### src/rtl/dense_bram_loader.sv
// dense_bram_loader
// Write-side front end for the dense waveform BRAM. Packs an incoming
// valid/ready/last sample stream into DATA_WIDTH-bit lines (MSB = last-line
// flag), writes them to sequential BRAM addresses starting at 0, and hands the
// BRAM over to playback once the waveform has been loaded.
//
// Ports:
//   clk, rst        clock, synchronous active-high reset
//   start           begin a load (honoured only when idle)
//   s_data/s_valid/s_last/s_ready   sample stream in
//   write_rdy       BRAM side can accept a write this cycle
//   addr, line_in, we, en           BRAM write port (en mirrors we)
//   generator_mode  playback request, set when a load completes
//   rst_gen_mode    1-cycle pulse restarting playback at address 0
//   lines_written   lines committed in the current/last load
//   busy, done      load in progress / 1-cycle completion pulse
//   overflow        sticky: waveform longer than BRAM_DEPTH lines
`timescale 1ns/1ps
module dense_bram_loader #(
  parameter int DATA_WIDTH   = 257,
  parameter int BRAM_DEPTH   = 600,
  parameter int SAMPLE_WIDTH = 16
) (
  input  logic                          clk,
  input  logic                          rst,
  input  logic                          start,
  input  logic [SAMPLE_WIDTH-1:0]       s_data,
  input  logic                          s_valid,
  input  logic                          s_last,
  output logic                          s_ready,
  input  logic                          write_rdy,
  output logic [$clog2(BRAM_DEPTH)-1:0] addr,
  output logic [DATA_WIDTH-1:0]         line_in,
  output logic                          we,
  output logic                          en,
  output logic                          generator_mode,
  output logic                          rst_gen_mode,
  output logic [$clog2(BRAM_DEPTH):0]   lines_written,
  output logic                          busy,
  output logic                          done,
  output logic                          overflow
);

  localparam int unsigned SPL = (DATA_WIDTH - 1) / SAMPLE_WIDTH;
  localparam int          AW  = $clog2(BRAM_DEPTH);
  localparam int          CW  = $clog2(SPL + 1);
  localparam logic [AW-1:0] LAST_ADDR = AW'(BRAM_DEPTH - 1);

  typedef enum logic [2:0] {IDLE, FILL, WRITE, DRAIN, FINISH} state_t;

  state_t        state;
  logic [CW-1:0] count;
  logic          line_has_last;
  logic          accept;

  assign accept = s_valid & s_ready;

  // The write strobe is a decode of the registered WRITE state gated by
  // write_rdy, so the write lands in the very cycle write_rdy is high while
  // addr and line_in (both registered) are stable.
  assign we = (state == WRITE) & write_rdy;
  assign en = we;

  always_ff @(posedge clk) begin
    if (rst) begin
      state          <= IDLE;
      count          <= '0;
      line_has_last  <= 1'b0;
      s_ready        <= 1'b0;
      addr           <= '0;
      line_in        <= '0;
      generator_mode <= 1'b0;
      rst_gen_mode   <= 1'b0;
      lines_written  <= '0;
      busy           <= 1'b0;
      done           <= 1'b0;
      overflow       <= 1'b0;
    end else begin
      case (state)
        IDLE: begin
          if (start) begin
            state          <= FILL;
            s_ready        <= 1'b1;
            busy           <= 1'b1;
            generator_mode <= 1'b0;
            addr           <= '0;
            lines_written  <= '0;
            overflow       <= 1'b0;
            line_in        <= '0;
            count          <= '0;
            line_has_last  <= 1'b0;
          end
        end

        FILL: begin
          if (accept) begin
            for (int unsigned k = 0; k < SPL; k++) begin
              if (count == CW'(k)) begin
                line_in[k*SAMPLE_WIDTH +: SAMPLE_WIDTH] <= s_data;
              end
            end
            count <= count + 1'b1;
            if (s_last || count == CW'(SPL - 1)) begin
              state         <= WRITE;
              s_ready       <= 1'b0;
              line_has_last <= s_last;
              // The final BRAM line always carries the terminator so playback
              // stops even when the waveform is truncated.
              line_in[DATA_WIDTH-1] <= s_last | (addr == LAST_ADDR);
            end
          end
        end

        WRITE: begin
          if (write_rdy) begin
            lines_written <= lines_written + 1'b1;
            if (line_has_last) begin
              state          <= FINISH;
              done           <= 1'b1;
              rst_gen_mode   <= 1'b1;
              generator_mode <= 1'b1;
            end else if (addr == LAST_ADDR) begin
              overflow <= 1'b1;
              state    <= DRAIN;
              s_ready  <= 1'b1;
            end else begin
              addr    <= addr + 1'b1;
              line_in <= '0;
              count   <= '0;
              state   <= FILL;
              s_ready <= 1'b1;
            end
          end
        end

        DRAIN: begin
          if (accept && s_last) begin
            state          <= FINISH;
            s_ready        <= 1'b0;
            done           <= 1'b1;
            rst_gen_mode   <= 1'b1;
            generator_mode <= 1'b1;
          end
        end

        FINISH: begin
          done         <= 1'b0;
          rst_gen_mode <= 1'b0;
          busy         <= 1'b0;
          state        <= IDLE;
        end

        default: state <= IDLE;
      endcase
    end
  end

endmodule
### config.mk
export PLATFORM = sky130hd
export DESIGN_NAME = dense_bram_loader
export DESIGN_NICKNAME = d
export VERILOG_FILES = /design/src/rtl/dense_bram_loader.sv
export SDC_FILE = /design/constraint.sdc
export NUM_CORES = 1
export LEC_CHECK = 0
export CELL_PAD_IN_SITES_DETAIL_PLACEMENT = 2
export CELL_PAD_IN_SITES_GLOBAL_PLACEMENT = 2
export CORE_ASPECT_RATIO = 1.5
export CORE_MARGIN = 2
export CORE_UTILIZATION = 29
export DETAILED_ROUTE_END_ITERATION = 6
export GPL_TIMING_DRIVEN = 0
export PLACE_DENSITY_LB_ADDON = 0.1
export SKIP_LAST_GASP = 1
export SLEW_MARGIN = 5
export SYNTH_ARGS = -nofsm -noshare
export SYNTH_HDL_FRONTEND = slang
export SYNTH_SLANG_ARGS = --single-unit
### constraint.sdc
create_clock -name clk -period 2.7 [get_ports clk]
set_input_delay 0.27 -clock clk [delete_from_list [all_inputs] [get_ports clk]]
set_output_delay 0.27 -clock clk [all_outputs]
set_load 0.01 [all_outputs]
== Word level (Yosys, flattened, before mapping) ==
Cells that the tools add are included.
Word-level totals
  bits of input ports: 22
  latch bits: 0
  bits in writable memories: 0
  output and inout port bits: 286
  register bits after elaboration: 292
  memories kept: 0
  ROM bits: 0
  logic and storage cells: 182
Cells by class
  equal/unequal tests: 45
  shift-type cells: 0
  add/subtract/negate cells: 3
  reduce and logical (&&, ||, !) cells: 38
  $lt $le $gt $ge: 0
  bitwise logic cells: 3
  multiplexer cells: 66
  multiply operators: 0
  divide/modulo/power cells: 0
Operator list (count)
  $mux W257: 5
  $pmux W257 S3: 1
  $mux W16: 16
  $reduce_and A7 Y1: 18
  $ne A2 B2 Y1 const B: 24
  $eq A5 B4 Y1 const B: 8
  $mux W10: 4
  $mux W5: 5
  $mux W11: 2
  $pmux W11 S2: 1
  $eq A5 B3 Y1 const B: 4
  $pmux W10 S2: 1
  $reduce_and A5 Y1: 4
  $mux W3: 6
  $mux W1: 16
  $pmux W5 S3: 1
  $pmux W3 S4: 1
  $add A11 B1 Y11 const B: 1
  $add A10 B1 Y10 const B: 1
  $eq A10 B10 Y1 const B: 1
  $eq A5 B2 Y1 const B: 2
  $reduce_bool A3 Y1: 3
  $reduce_and A4 Y1: 2
  $eq A3 B2 Y1 const B: 2
  20 further kinds: 26

== Longest topological paths before layout ==
  depth after elaboration: 5
  mapped depth: 10
  gate-level depth less buffers: 8

== Least setup slack after synthesis ==
OpenSTA, ideal clock, no wires.
  kind: register -> register
  start point: register state[1]
  end point: register line_in[10]
  library setup time: 0.072 ns
  buffers on the path: 4
  clock period less this slack: 2.100 ns
  arrival: 2.028 ns
  path slack: 0.600 ns
  stages on the path, launching flop included: 10
  data required time: 2.628 ns
  cell sequence: dfxtp_1 > buf_6 > nand2b_4 > or3_4 > o21a_2 > buf_6 > buf_6 > nor2_2 > buf_6 > mux2i_1
Between the ends
  longest elaborated chain between the ends: 3
  elaborated cells between the ends (all ways): 12
  classes of those cells: eq/ne: 8; mux: 1; reduce/logical: 3
RTL lines
  start: declaration: line 51  | state_t state;
  start signal: assignment: line 66  | state <= IDLE;
  start signal: assignment: line 82  | state <= FILL;
  start signal: assignment: line 104  | state <= WRITE;
  $eq A3 B1 Y1 (tied with other cells): line 79  | case (state)
  $ne A2 B2 Y1 (no line) or $reduce_bool A3 Y1 (tied branches)
  $reduce_and A7 Y1 (no line)
  end signal: indexed assignment: line 99  | line_in[k*SAMPLE_WIDTH +: SAMPLE_WIDTH] <= s_data;
  end signal: indexed assignment: line 109  | line_in[DATA_WIDTH-1] <= s_last | (addr == LAST_ADDR);
  end: declaration: line 33  | output logic [DATA_WIDTH-1:0] line_in,
Parallel ways exist; a longest one is shown, timed or not.
A chain may end at the register's enable or synchronous reset.

== Final worst setup path ==
  start point: register addr[0]
  end point: register line_in[236]
Between the ends
  longest elaborated chain between the ends: 3
RTL lines
  start: declaration: line 32  | output logic [$clog2(BRAM_DEPTH)-1:0] addr,
  start signal: assignment: line 127  | addr <= addr + 1'b1;
  $eq A10 B10 Y1: line 122  | end else if (addr == LAST_ADDR) begin
  $ne A2 B2 Y1 (no line)
  $reduce_and A7 Y1 (no line)
No other way between the ends.

==> impl_metrics.ini <==
[layout]
final-seq-area_um2 = 5850
drive_above_1_share = 0.0847
utilization = 0.410
syn2layout_area_growth_pct = 40.5
insertedDiodeCount = 0
multi_input_area_um2 = 5620
nFillCells = 4506
nets = 1706

[logic_synthesis]
ys_ff_latch = 292
ys.warnings.count = 0
synthCells = 1342
yosysSeqAreaShare = 0.490
synth_edf_count = 0
synth_top_cell_area_share = 0.490
synth_fp_nets = 1371
synth.cell_area_um2 = 11900
synth_ff_type = dfxtp_1
yosysUniqueCellTypes = 52
synth.top_cells.by_count = o21ai_0 (352), dfxtp_1 (292), nor2b_1 (181)
ys_top_cells_by_area = dfxtp_1 (49%), o21ai_0 (15%), nor2b_1 (9.5%)
avgSynthCellArea_um2 = 8.89
ys_async_sr_fraction = 0
synth_top_area_cell = dfxtp_1
yosysMostFrequentCell = o21ai_0

[clock_network]
h-tree-depth = 1
path_clk_slew_ns = 0.06
cts_sinks = 292
ctsHoldBuffers = 0
cts_buffers = 30
tritoncts = built
worstSkewPairLatency_ns = 0.57
clockBufferDepth = 3
cts_root_buffer = clkbuf_16

[floorplanning]
die_area_um2 = 42800
rows = 91
core_um2 = 40900
die_y_um = 252
initial_core_util = 0.292
fp.dieW_um = 170
io_pins = 308

[global_route]
antenna_found_initial = 2
grt_max_degree = 16
grt_pass1_vias = 11900
track_usage = 0.225
grt_pass1_wl_mm = 74.1
grt_overflow = 0

[hold_path]
min_path_type = in2reg

[setup_path]
cp.arrival_ns = 3.09
path_max_fanout = 10
start_kind = flip-flop
crit_type = reg2reg
cp-end-kind = flip-flop
worst_ep_required_time_ns = 3.20

[timing]
period_share = 0.960
timing.final.max_slew_violations = 0
clock_skew_ns = 0.0153
hold_viol = 0
period_needed_ns = 2.59
setup_violations = 0
rsz0062_at_grt = yes
holdWs_ns = 0.408
slew_headroom = 0.454
fmaxAchievable_mhz = 386
worstMarginPinSlew_ns = 0.817

[power_and_ir_drop]
p_per_area_nw_per_um2 = 638
leakage_uw = 0.00592
vdd_drop_max_mv = 0.432

[placed_design]
port_buffers = 306
place_congestion = 0.772
hpwlAfterDp_mm = 35.3

[drt]
wire_per_inst_um = 22.0
ant_nets = 0
drt-pass1-iter-count = 4
totalWireLength_mm = 48.6
remaining_drc_errors = 0
vias = 11100
drt-initial-drc-count = 492
via_per_inst = 5.00

[status]
status = finished, final reports clean

[job]
drv_cap = 0
==> critical path, stage by stage, from the launching register on <==
cell and delay [ns]:
dfxtp_1 0.47, ha_1 0.29, nand2_1 0.12, nor3_2 0.27
o21a_2 0.29, buf_6 0.19, buf_6 0.19, or2_1 0.15
buf_6 0.17, buf_8 0.17, mux2i_1 0.20
==> stage by stage <==
stage	total power (µW)	cells	setup TNS, ns	area, µm²	worst slack (ns)
floorplan	5720	1342	0	11900	0.600
global placement	6660	2159	-83.14	15600	-0.638
detailed placement	6690	2159	-92.31	15600	-0.716
CTS	10800	2212	-0.000280	16700	-0.000280
global route	11200	2211	-0.480	16800	-0.0489
finish	10700	2211	0	16800	0.108
==> worst paths after layout <==
check	from	to	slack (ns)	depth (start not counted)
worst max-delay path	addr[0]	line_in[236]	0.11	10
worst min-delay path	s_last	line_has_last	0.41	3
worst max register to register	addr[0]	line_in[236]	0.11	10
worst min register to register	generator_mode	generator_mode	0.45	2
==> metal layers <==
layer / vias up / GRT usage / wire [µm] / part of all wire
met5: - / 0 / 0 / 0
met1: 5523 / 0.266 / 20100 / 0.41
met3: 63 / 0.0485 / 2530 / 0.052
met2: 253 / 0.403 / 24400 / 0.50
li1: 5218 / - / - / -
met4: 0 / 0.0708 / 1640 / 0.034
==> placed cells by master (no fill, tap or decap), types with 8 or more instances in the layout <==
cell type / count
nand2_1: 27
buf_6: 8
clkbuf_16: 30
nand2b_1: 85
o21ai_1: 15
nand2_2: 10
nand3_1: 9
o21ai_0: 352
clkbuf_1: 70
inv_1: 9
or2_2: 10
nor2_1: 31
nor3_1: 9
mux2i_1: 82
clkbuf_2: 25
nor2b_1: 181
dfxtp_1: 292
a21oi_1: 23
a21oi_2: 10
clkbuf_8: 9
clkdlybuf4s50_1: 306
==> flip-flops by register name (all words and copies together) (netlist names) <==
| register | count |
|---|---|
| lines_written | 11 |
| generator_mode | 1 |
| busy | 1 |
| s_ready | 1 |
| addr | 10 |
| line_in | 257 |
| line_has_last | 1 |
| overflow | 1 |
| done | 1 |
| state | 3 |
| count | 5 |
==> final cells by class <==
type	instances	area share
timing repair buffer	306	0.183
clock inverter	8	0.00306
buffer	117	0.0359
inverter	9	0.00202
multi-input combinational	921	0.335
sequential	292	0.349
clock buffer	47	0.0540
tap	511	0.0381
==> power breakdown <==
group          switching [µW]  internal [µW]  total (µW)
logic                    1240            761        2000
registers                 111           4490        4600
clock network            1790           2290        4090
==> timing repair <==
item | CTS | global route
endpoints found under the setup margin | 220 | 211
gates resized for setup | 45 | 58
setup buffers | 0 | 0
==> kinds of logic after synthesis <==
| kind of cell | Yosys count | synth area share |
|---|---|---|
| AO/OA/AOI/OAI | 426 | 0.185 |
| multiplexers | 83 | 0.0697 |
| flip-flops | 292 | 0.490 |
| buffers and inverters | 129 | 0.0477 |
| adder cells (fa/ha/maj) | 7 | 0.00734 |
| XOR/XNOR | 7 | 0.00514 |
| AND/OR/NAND/NOR | 398 | 0.195 |
Power figures use the tool's default switching activity.
==> edit (same settings) <==
Reset style: asynchronous (`rst`), changed in one clocked block. Comments in the files are not updated.
--- a/src/rtl/dense_bram_loader.sv
+++ b/src/rtl/dense_bram_loader.sv
@@ -61,7 +61,7 @@
   assign we = (state == WRITE) & write_rdy;
   assign en = we;
 
-  always_ff @(posedge clk) begin
+  always_ff @(posedge clk or posedge rst) begin
     if (rst) begin
       state          <= IDLE;
       count          <= '0;
Check against the original RTL: not settled (the Yosys comparison gave no result); the edit may change what the design does.
==> edit against the original RTL <==
  * Sequential share of layout area increased by 5.5 points
  * Area after synthesis increased by 5.3%
  * Sequential cell count unchanged
  * Design area increased by 8.1%
  * Largest cell class unchanged
  * Setup slack improved by 0.016 ns
  * Non-clock buffer count decreased by 17
  * Critical endpoint is now line_in[103]$_DFFE_PP0P_
  * Wire length decreased by 16%
  * Count of clock-buffer cells in the layout increased by 1
Power is not compared: it rests on default switching activity, and its combinational part moved more than twofold at a synthesized area within 25%.
==> edit: results (changes against the original RTL) <==
Logic synthesis:
- Yosys attributes the largest share of cell area to dfrtp_1 (58%), mux2_2 (15%), mux2_4 (9.6%).
- The number of distinct library cells after synthesis is 63 (+21%).
- The share of the yosys chip area belonging to registers is 58.1% (+9.2 points).
- The async set or reset register ratio after synthesis was 100% (+100 points).
- The net count of the mapped netlist was 854 (-38%).
- Sorting the synthesized cells by how often they occur yields dfrtp_1 (292), mux2_2 (171), mux2_4 (80).

Timing:
- The post-route worst hold slack was 0.163 ns (-0.245 ns).
- The slew at the pin with the worst max-slew slack is 0.877 ns (+0.0595 ns).
- The worst setup skew after layout came to 0.0232 ns (+0.00786 ns).

Status:
- The run finished with clean final reports.

Worst setup path:
- The endpoint arrival time on the critical path is 2.98 ns (-0.11 ns).
- The highest-delay cell along the critical path is or3b_1.
- The startpoint of the lowest-slack register-to-register path is state[0]$_DFFE_PP0P_.
- The end of the worst register-to-register path is line_in[103]$_DFFE_PP0P_.
- The largest fanout of any net on the critical path is 10 (unchanged).
- The minimum setup slack among reg-to-reg paths is 0.12 ns (+0.02 ns).
- Grouping stages by cell kind, the critical path spends the most delay in buffers and inverters.
- The maximum cell stage delay along the critical path is 0.41 ns (-0.06 ns).
- The worst reg-to-reg path cell count is 10 (unchanged).

Global routing:
- The via count of the first global-routing pass is 9472 (-21%).
- The number of antenna violations at the first check in global routing was 2 (unchanged).
- The global routing usage summed across all routing layers was 18.4% (-4.0 points).
- The largest net degree at the start of global routing is 41 (+25).
- The global-route wire length before repair is 63200 µm (-15%).

Finish:
- The count of fill cells added during filler insertion is 4308 (-4.4%).
- The layout cell share with drive strength beyond 1 is 32.8% (+24 points).
- The layout net count is 1239 (-27%).
- The largest registers in the layout are line_in (257), lines_written (11), addr (10).

Place:
- The number of port buffers is 307 (+0.33%).
- The detailed placement HPWL is 30500 µm (-13%).
- The post-place instance area came to 0.0165 mm² (+5.7%).
- The weighted congestion at the end of routability-driven global placement is 0.768 (-0.49%).

Drt:
- The total number of vias is 8339 (-25%).
- The post-detailed-routing wire length is 41100 µm (-16%).
- The number of DRC violations after detailed-routing iteration 0 came to 154 (-69%).
- The number of iterations in the first detailed-routing pass is 4 (unchanged).

Clock network:
- The maximum number of buffers from clock root to sink is 3 (unchanged).
- The count of H-tree levels built during CTS was 2 (+1).
- The clock network latency to the later pin of the worst-skew pair came to 0.53 ns (-0.04 ns).
- The register clock-pin slew on the reported worst setup and hold paths was 0.06 ns (about the same).
- The total CTS buffers is 34 (+13%).
- The clock tree root buffer cell is clkbuf_16.

Power:
- The static leakage is between 0.008 and 0.009 µW.

Worst hold path:
- The worst hold path class is in -> async.
## edit: changes by cell type after synthesis, moves of 84 or more
cell      delta
dfrtp_1    +292
dfxtp_1    -292
mux2_2     +170
nand2b_1    -84
nor2b_1    -173
o21ai_0    -341
## edit: power by group
part	leakage, µW	internal, µW	switching (µW)
sequential	0.00387	6210	1030
clock	0.000560	2820	1910
combinational	0.00359	7140	5570
total	0.00802	16200	8500
## edit: how the worst max path moves through the flow
| stage | from | end | depth (start not counted) |
|---|---|---|---|
| after floorplan | rst | addr[0]$_DFFE_PP0P_ | 1 |
| final | state[0]$_DFFE_PP0P_ | line_in[103]$_DFFE_PP0P_ | 10 |
| after global placement | rst | line_in[156]$_DFFE_PP0P_ | 2 |
| after global routing | state[2]$_DFFE_PP0P_ | line_in[162]$_DFFE_PP0P_ | 8 |
| after CTS | state[0]$_DFFE_PP0P_ | line_in[105]$_DFFE_PP0P_ | 10 |
| after detailed placement | state[2]$_DFFE_PP0P_ | line_in[37]$_DFFE_PP0P_ | 7 |
## edit: metal layers
layer / routed length [µm] / share of wire, % / global-route usage, %
met1: 15600 / 38 / 20.8
met3: 1530 / 3.7 / 3.27
met2: 23000 / 56 / 35.3
met4: 949 / 2.3 / 5.23
met5: 0 / 0 / 0
## edit: timing repair
item | in CTS | in global routing
endpoints found under the setup margin | 231 | 191
endpoints found under the hold margin | 0 | 0
hold buffers | 0 | 0
buffers inserted | 25 | 9
resized for setup | 8 | 8
pin swaps | 16 | 1
## edit: cell families (layout without fill, tap and decap cells)
kind of cell | after synthesis | after routing | synth area share [%]
DFF | 292 | 292 | 58.1
and+or+nand+nor | 105 | 105 | 5.06
xor gates and xnor gates | 5 | 5 | 0.348
buffers and inverters | 65 | 475 | 3.81
AOI/OAI and AO/OA | 88 | 88 | 6.02
adders and majority gates | 7 | 7 | 0.697
other | 0 | 2 | 0
muxes | 263 | 263 | 25.9
## edit: cell type report
| class | instances | area [µm²] | share of cell area [%] |
|---|---|---|---|
| multi-input cells | 468 | 4810 | 26.6 |
| diodes | 2 | 5.00 | 0.0276 |
| inverters | 8 | 33.8 | 0.187 |
| flip-flops and latches | 292 | 7310 | 40.3 |
| clock inverters | 13 | 165 | 0.912 |
| plain buffers | 57 | 465 | 2.57 |
| clock buffers | 48 | 973 | 5.38 |
| repair buffers | 349 | 3640 | 20.1 |
| well taps | 570 | 713 | 3.94 |
## edit: metrics by stage
step                std cells  setup slack (ns)
floorplan                 825             -1.45
global placement         1702             -4.06
detailed placement       1710            -0.421
CTS                      1796            0.0128
global route             1806           0.00103
finish                   1807             0.123
